[config.mk]
export PLATFORM = sky130hd
export DESIGN_NAME = muldiv_unit_flat
export DESIGN_NICKNAME = d
export VERILOG_FILES = /design/src/rtl/muldiv_unit_if.sv /design/src/rtl/muldiv_unit.sv /design/src/flat_wrapper.sv
export SDC_FILE = /design/constraint.sdc
export NUM_CORES = 1
export LEC_CHECK = 0
export BUFFER_PORTS_ARGS = -buffer_cell sky130_fd_sc_hd__buf_2
export CORE_AREA = 2 2 181 183
export CTS_CLUSTER_SIZE = 16
export DETAILED_ROUTE_END_ITERATION = 7
export DIE_AREA = 0 0 183 185
export HOLD_SLACK_MARGIN = 0.08
export PLACE_DENSITY = 0.83
export SYNTH_ARGS = -nofsm -noshare
export SYNTH_HDL_FRONTEND = slang
export SYNTH_SLANG_ARGS = --single-unit
[constraint.sdc]
create_clock -name clk -period 5.3 [get_ports clk]
set_input_delay 1.06 -clock clk [delete_from_list [all_inputs] [get_ports clk]]
set_output_delay 1.06 -clock clk [all_outputs]
set_load 0.1 [all_outputs]
[src/rtl/muldiv_unit_if.sv]
// Pipeline-side bundle for the multiply/divide unit: issue, HI/LO access and status.
interface muldiv_unit_if;
   logic        start;
   logic [1:0]  op;
   logic [31:0] rs_data;
   logic [31:0] rt_data;
   logic        rd_hi;
   logic        rd_lo;
   logic        wr_hi;
   logic        wr_lo;
   logic [31:0] hi;
   logic [31:0] lo;
   logic        busy;
   logic        done;
   logic        stall;

   modport master (
      output start, op, rs_data, rt_data, rd_hi, rd_lo, wr_hi, wr_lo,
      input  hi, lo, busy, done, stall
   );

   modport slave (
      input  start, op, rs_data, rt_data, rd_hi, rd_lo, wr_hi, wr_lo,
      output hi, lo, busy, done, stall
   );
endinterface

[src/rtl/muldiv_unit.sv]
// Iterative 32-bit MULT/MULTU/DIV/DIVU unit owning HI/LO: 32 shift-add or
// restoring-divide iterations on unsigned magnitudes, then a sign-fix cycle.
module muldiv_unit (
   input  logic         clk,
   input  logic         rst,
   muldiv_unit_if.slave bus
);

   typedef enum logic [1:0] {IDLE, RUN, FIX} state_t;

   state_t      state_q;
   logic [4:0]  cnt_q;
   logic        busy_q;
   logic        done_q;
   logic [31:0] hi_q;
   logic [31:0] lo_q;

   logic        is_div_q;
   logic        neg_res_q;
   logic        neg_rem_q;
   logic        dbz_q;
   logic [31:0] rs_orig_q;
   logic [31:0] fix_op_q;   // multiplicand (mult) or divisor (div), constant during RUN
   logic [31:0] shf_q;      // multiplier shifting right, or dividend shifting into quotient
   logic [31:0] shf_d;
   logic [63:0] acc_q;
   logic [63:0] acc_d;
   logic [32:0] rem_q;
   logic [32:0] rem_d;

   logic [32:0] sum;
   logic [32:0] shifted;
   logic [33:0] diff;
   logic [63:0] prod_fix;
   logic [31:0] res_hi;
   logic [31:0] res_lo;
   logic        signed_op;

   function automatic logic [31:0] mag32(input logic [31:0] x, input logic sgn);
      return (sgn && x[31]) ? (~x + 32'd1) : x;
   endfunction

   function automatic logic [31:0] neg32(input logic [31:0] x, input logic en);
      return en ? (~x + 32'd1) : x;
   endfunction

   function automatic logic [63:0] neg64(input logic [63:0] x, input logic en);
      return en ? (~x + 64'd1) : x;
   endfunction

   assign signed_op = ~bus.op[0];

   // One iteration of either sequence
   always_comb begin
      acc_d   = acc_q;
      rem_d   = rem_q;
      shf_d   = shf_q;
      sum     = '0;
      shifted = '0;
      diff    = '0;
      if (is_div_q) begin
         shifted = {rem_q[31:0], shf_q[31]};
         diff    = {1'b0, shifted} - {2'b00, fix_op_q};
         if (!diff[33]) begin
            rem_d = diff[32:0];
            shf_d = {shf_q[30:0], 1'b1};
         end else begin
            rem_d = shifted;
            shf_d = {shf_q[30:0], 1'b0};
         end
      end else begin
         sum   = {1'b0, acc_q[63:32]} + (shf_q[0] ? {1'b0, fix_op_q} : 33'd0);
         acc_d = {sum, acc_q[31:1]};
         shf_d = {1'b0, shf_q[31:1]};
      end
   end

   // Sign fix-up and special divide cases applied in FIX
   always_comb begin
      prod_fix = neg64(acc_q, neg_res_q);
      res_hi   = prod_fix[63:32];
      res_lo   = prod_fix[31:0];
      if (is_div_q) begin
         if (dbz_q) begin
            res_hi = rs_orig_q;
            res_lo = 32'hFFFF_FFFF;
         end else begin
            res_hi = neg32(rem_q[31:0], neg_rem_q);
            res_lo = neg32(shf_q, neg_res_q);
         end
      end
   end

   always_ff @(posedge clk) begin
      if (rst) begin
         state_q <= IDLE;
         cnt_q   <= 5'd0;
         busy_q  <= 1'b0;
         done_q  <= 1'b0;
         hi_q    <= 32'd0;
         lo_q    <= 32'd0;
      end else begin
         done_q <= 1'b0;
         case (state_q)
            IDLE: begin
               if (bus.start) begin
                  state_q <= RUN;
                  busy_q  <= 1'b1;
                  cnt_q   <= 5'd0;
               end else begin
                  if (bus.wr_hi) hi_q <= bus.rs_data;
                  if (bus.wr_lo) lo_q <= bus.rs_data;
               end
            end
            RUN: begin
               cnt_q <= cnt_q + 5'd1;
               if (cnt_q == 5'd31) state_q <= FIX;
            end
            FIX: begin
               hi_q    <= res_hi;
               lo_q    <= res_lo;
               done_q  <= 1'b1;
               busy_q  <= 1'b0;
               state_q <= IDLE;
            end
            default: state_q <= IDLE;
         endcase
      end
   end

   // Operand latch at issue, iteration registers during RUN
   always_ff @(posedge clk) begin
      if (state_q == IDLE && bus.start) begin
         is_div_q  <= bus.op[1];
         neg_res_q <= signed_op & (bus.rs_data[31] ^ bus.rt_data[31]);
         neg_rem_q <= signed_op & bus.rs_data[31];
         dbz_q     <= bus.op[1] & (bus.rt_data == 32'd0);
         rs_orig_q <= bus.rs_data;
         acc_q     <= 64'd0;
         rem_q     <= 33'd0;
         if (bus.op[1]) begin
            fix_op_q <= mag32(bus.rt_data, signed_op);
            shf_q    <= mag32(bus.rs_data, signed_op);
         end else begin
            fix_op_q <= mag32(bus.rs_data, signed_op);
            shf_q    <= mag32(bus.rt_data, signed_op);
         end
      end else if (state_q == RUN) begin
         acc_q <= acc_d;
         rem_q <= rem_d;
         shf_q <= shf_d;
      end
   end

   assign bus.hi    = hi_q;
   assign bus.lo    = lo_q;
   assign bus.busy  = busy_q;
   assign bus.done  = done_q;
   assign bus.stall = busy_q & (bus.start | bus.rd_hi | bus.rd_lo | bus.wr_hi | bus.wr_lo);

endmodule

[src/flat_wrapper.sv]
// flat-port wrapper written by rule: the top's interface ports become plain ports
module muldiv_unit_flat 
  (clk, rst, bus_start, bus_op, bus_rs_data, bus_rt_data, bus_rd_hi, bus_rd_lo, bus_wr_hi, bus_wr_lo, bus_hi, bus_lo, bus_busy, bus_done, bus_stall);
  muldiv_unit_if bus_i ();
  input  logic clk;
  input  logic rst;
  input wire logic [$bits(bus_i.start)-1:0] bus_start;
  input wire logic [$bits(bus_i.op)-1:0] bus_op;
  input wire logic [$bits(bus_i.rs_data)-1:0] bus_rs_data;
  input wire logic [$bits(bus_i.rt_data)-1:0] bus_rt_data;
  input wire logic [$bits(bus_i.rd_hi)-1:0] bus_rd_hi;
  input wire logic [$bits(bus_i.rd_lo)-1:0] bus_rd_lo;
  input wire logic [$bits(bus_i.wr_hi)-1:0] bus_wr_hi;
  input wire logic [$bits(bus_i.wr_lo)-1:0] bus_wr_lo;
  output wire logic [$bits(bus_i.hi)-1:0] bus_hi;
  output wire logic [$bits(bus_i.lo)-1:0] bus_lo;
  output wire logic [$bits(bus_i.busy)-1:0] bus_busy;
  output wire logic [$bits(bus_i.done)-1:0] bus_done;
  output wire logic [$bits(bus_i.stall)-1:0] bus_stall;
  assign bus_i.start = bus_start;
  assign bus_i.op = bus_op;
  assign bus_i.rs_data = bus_rs_data;
  assign bus_i.rt_data = bus_rt_data;
  assign bus_i.rd_hi = bus_rd_hi;
  assign bus_i.rd_lo = bus_rd_lo;
  assign bus_i.wr_hi = bus_wr_hi;
  assign bus_i.wr_lo = bus_wr_lo;
  assign bus_hi = bus_i.hi;
  assign bus_lo = bus_i.lo;
  assign bus_busy = bus_i.busy;
  assign bus_done = bus_i.done;
  assign bus_stall = bus_i.stall;
  muldiv_unit u_core (.clk(clk), .rst(rst), .bus(bus_i));
endmodule
==> summary.md <==
| Metric | Value |
|---|---|
| Seq cells post-synth | `between 200 and 300` |
| Count of different cell masters after synthesis | `77` |
| Cell count after synthesis | `~2300` |
| First-pass GRT wire length | `103600 um` |
| Clk buf depth | `3` |
| EDFF count, synth | `100` |
| Ports | `140` |
| Number of routed nets with antenna violations | `0` |
| Synth Cell Area | `about 19000 sq um` |
| Final Skew | `0.02064 ns` |
| Vias | `19440` |
| Critical path data required time | `5.74 ns` |
| Tot GR Track Use | `between 30% and 40%` |
| Clock transition at path regs | `0.06 ns` |
| Main synth FF type | `dfxtp_1` |
| Initial core utilization | `59.33%` |
| Fin crit period | `approximately 4.0 ns` |
| Register area share after synthesis | `33.60%` |
| Status | `complete, no violations` |
| Placer congestion estimate | `around 1.0` |
| Num CTS Buffers | `31` |
| Final Hold Viols | `0` |
| Internal cell power | `approximately 4.5 mW` |
| Post-DP HPWL | `51850 um` |
| Tcrit/Tclk final | `75.91%` |
| Number of global-route vias before repair | `17420` |
| Ys async rst share | `0%` |
| CP Launch Type | `flip-flop` |
| Syn Nets | `~2500` |
| Largest net degree at the start of global routing | `99` |
| Total gr overflow | `0` |
| Slew Limit Fails | `0` |
| Die width | `approximately 180 um` |
| Post-CTS setup buffers | `0` |
| Post-cts hold buffer count | `0` |
| Top-area cell type share of the netlist area | `between 10% and 20%` |
| Max-Slew Margin vs Limit | `~16%` |
| CTS tree | `built` |
| Final WL | `about 70000 um` |
| Worst Path Max Fanout | `21` |
| Synth area leaders | `dfxtp_1, edfxtp_1, xnor2_1` |
| Worst-Skew Late Latency | `around 0.60 ns` |
| DRC viols | `0` |
| Max-cap violations | `0` |
| Crit Path Class | `reg2reg` |
| Slowest stage delay, CP | `approximately 0.53 ns` |
| CTS root buffer | `clkbuf_16` |
| Most frequent cells after synthesis | `nand2_1, a21oi_1, nor2_1` |
| Cell Area, Placed | `about 20000 sq um` |
| Num rows | `66` |
| RSZ-0062 raised after global routing | `no` |
| Setup violators final | `0` |
| First DRT Iteration DRCs | `3128` |
| Reg power frac | `between 30 and 40%` |
| Peak Freq | `between 200 and 250 MHz` |
| Die area | `about 34000 sq um` |
| Detailed Routing Iterations Pass 1 | `7` |
| Clock Power Share | `32.4%` |
| Slew at the pin with the worst max-slew slack | `between 1 and 1.5 ns` |
| WL/cell | `about 25 um` |
| Crit path DAT | `around 4.5 ns` |
| Switching pwr | `2.672 mW` |
| Sink Count | `269` |
| Worst setup EP type | `flip-flop` |
| Combinational share of power | `between 30% and 40%` |
| Peak VDD IR | `262.5 uV` |
| Syn. warnings | `0` |
| Number of antenna violations at the first check in global routing | `6` |
| Fill count | `2687` |
| Post-CTS sizing | `0` |
| Core Box Area | `roughly 32000 sq um` |
| Area leader, netlist | `dfxtp_1` |
| IO Port Bufs | `139` |
| Finished Cell Area | `21020 sq um` |
| TNS Setup | `0 ns` |
| WHS | `0.4680 ns` |
| Final nets | `~2500` |
| CP max-delay cell | `inv_1` |
| Htree depth | `1` |
| Area Overhead vs Synth | `10.59%` |
| Power Dens Cells | `about 340 nW/um^2` |
| Leakage | `around 8.4 nW` |
| Worst Hold Class | `reg2reg` |
| Share of cells above drive strength 1 | `roughly a tenth` |
| Via-to-Cell Ratio | `between 6 and 7` |
| Switching Share | `a little under two fifths` |
| Final Power | `around 7.1 mW` |
| CP Cell Sequence | `inv_1, nor2_1, fa_1, a21oi_1, o211ai_1, and3_1, o21ai_0, o21ai_0, a311o_1, o31ai_1, xor2_1, a21oi_1` |
| Die Y | `around 190 um` |
| Mapped Avg Cell Area | `between 8 and 9 sq um` |
| Cell with the most instances after synthesis | `nand2_1` |
==> power groups by stage <==
stage          sequential (mW)  clock (mW)  combinational, mW
6_report                  2.59        2.31               2.23
3_3_place_gp              2.61           0               2.10
3_5_place_dp              2.61           0               2.14
2_1_floorplan             2.72           0               1.38
5_1_grt                   2.60        2.38               2.37
4_1_cts                   2.57        2.29               2.15
==> sequential cells by signal (all words and copies together), names as in the netlist <==
signal and cells:
u_core.bus.done 1, u_core.rs_orig_q 32, u_core.fix_op_q 32, u_core.acc_q 64
u_core.neg_rem_q 1, u_core.shf_q 32, u_core.bus.lo 32, u_core.bus.busy 1
u_core.dbz_q 1, u_core.bus.hi 32, u_core.neg_res_q 1, u_core.state_q 2
u_core.rem_q 32, u_core.is_div_q 1, u_core.cnt_q 5
==> final cells by class <==
cell class / instances / area, sq um / area share [%]
repair buffers: 168 / 925.9 / 4.405
clock buffers: 42 / 930.9 / 4.428
inverters: 60 / 227.7 / 1.083
well taps: 408 / 510.5 / 2.428
flip-flops and latches: 269 / 6386 / 30.38
clock inverters: 16 / 168.9 / 0.8035
diodes: 4 / 10.01 / 0.04762
multi-input cells: 1850 / 11860 / 56.43
==> placed cells by master (no fill, tap or decap), types with 85 or more instances in the layout <==
cell	count
mux2i_1	86
nor2_1	207
edfxtp_1	100
a21oi_1	243
nand2_1	278
dfxtp_1	169
o21ai_0	157
xnor2_1	144
xor2_1	85
buf_2	139
==> worst paths after layout <==
kind,from,endpoint,slack [ns],cells past startpoint
max,u_core.shf_q[0],u_core.acc_q[61],1.28,12
min,u_core.bus.hi[6],u_core.bus.hi[6],0.47,2
max reg2reg,u_core.shf_q[0],u_core.acc_q[61],1.28,12
min reg2reg,u_core.bus.hi[6],u_core.bus.hi[6],0.47,2
==> worst max-delay path: cells and delay by family (launching register included) <==
kind	cells	cell delay [ns]
buffers and inverters	1	0.53
AO/OA/AOI/OAI	7	1.74
flip-flops	1	0.47
XOR/XNOR	1	0.19
AND/OR/NAND/NOR	2	0.43
adder cells (fa/ha/maj)	1	0.50
==> per-layer routing <==
metal	GRT usage [%]	wire, um	vias to the layer above
li1	-	-	8614
met4	19.23	3866	2
met1	54.75	26970	9134
met5	0	13	-
met3	10.97	9962	266
met2	57.98	28850	1421
==> through the flow <==
stage / utilization, % / setup slack, ns / std cells
final: 65.61 / 1.277 / 2817
after global routing: 65.59 / 1.053 / 2814
after CTS: 65.58 / 1.365 / 2813
after detailed placement: 62.14 / 1.401 / 2755
after global placement: 62.14 / 1.520 / 2755
after floorplan: - / 1.114 / 2325
==> cells by family after synthesis <==
kind of cell	count (synthesis)	synth area share, %
AND/OR/NAND/NOR	723	17.46
flip-flops	269	33.60
AO/OA/AOI/OAI	735	24.66
XOR/XNOR	229	10.55
multiplexers	90	4.766
buffers and inverters	206	4.081
adder cells (fa/ha/maj)	73	4.884
(Power assumes the default switching activity.)
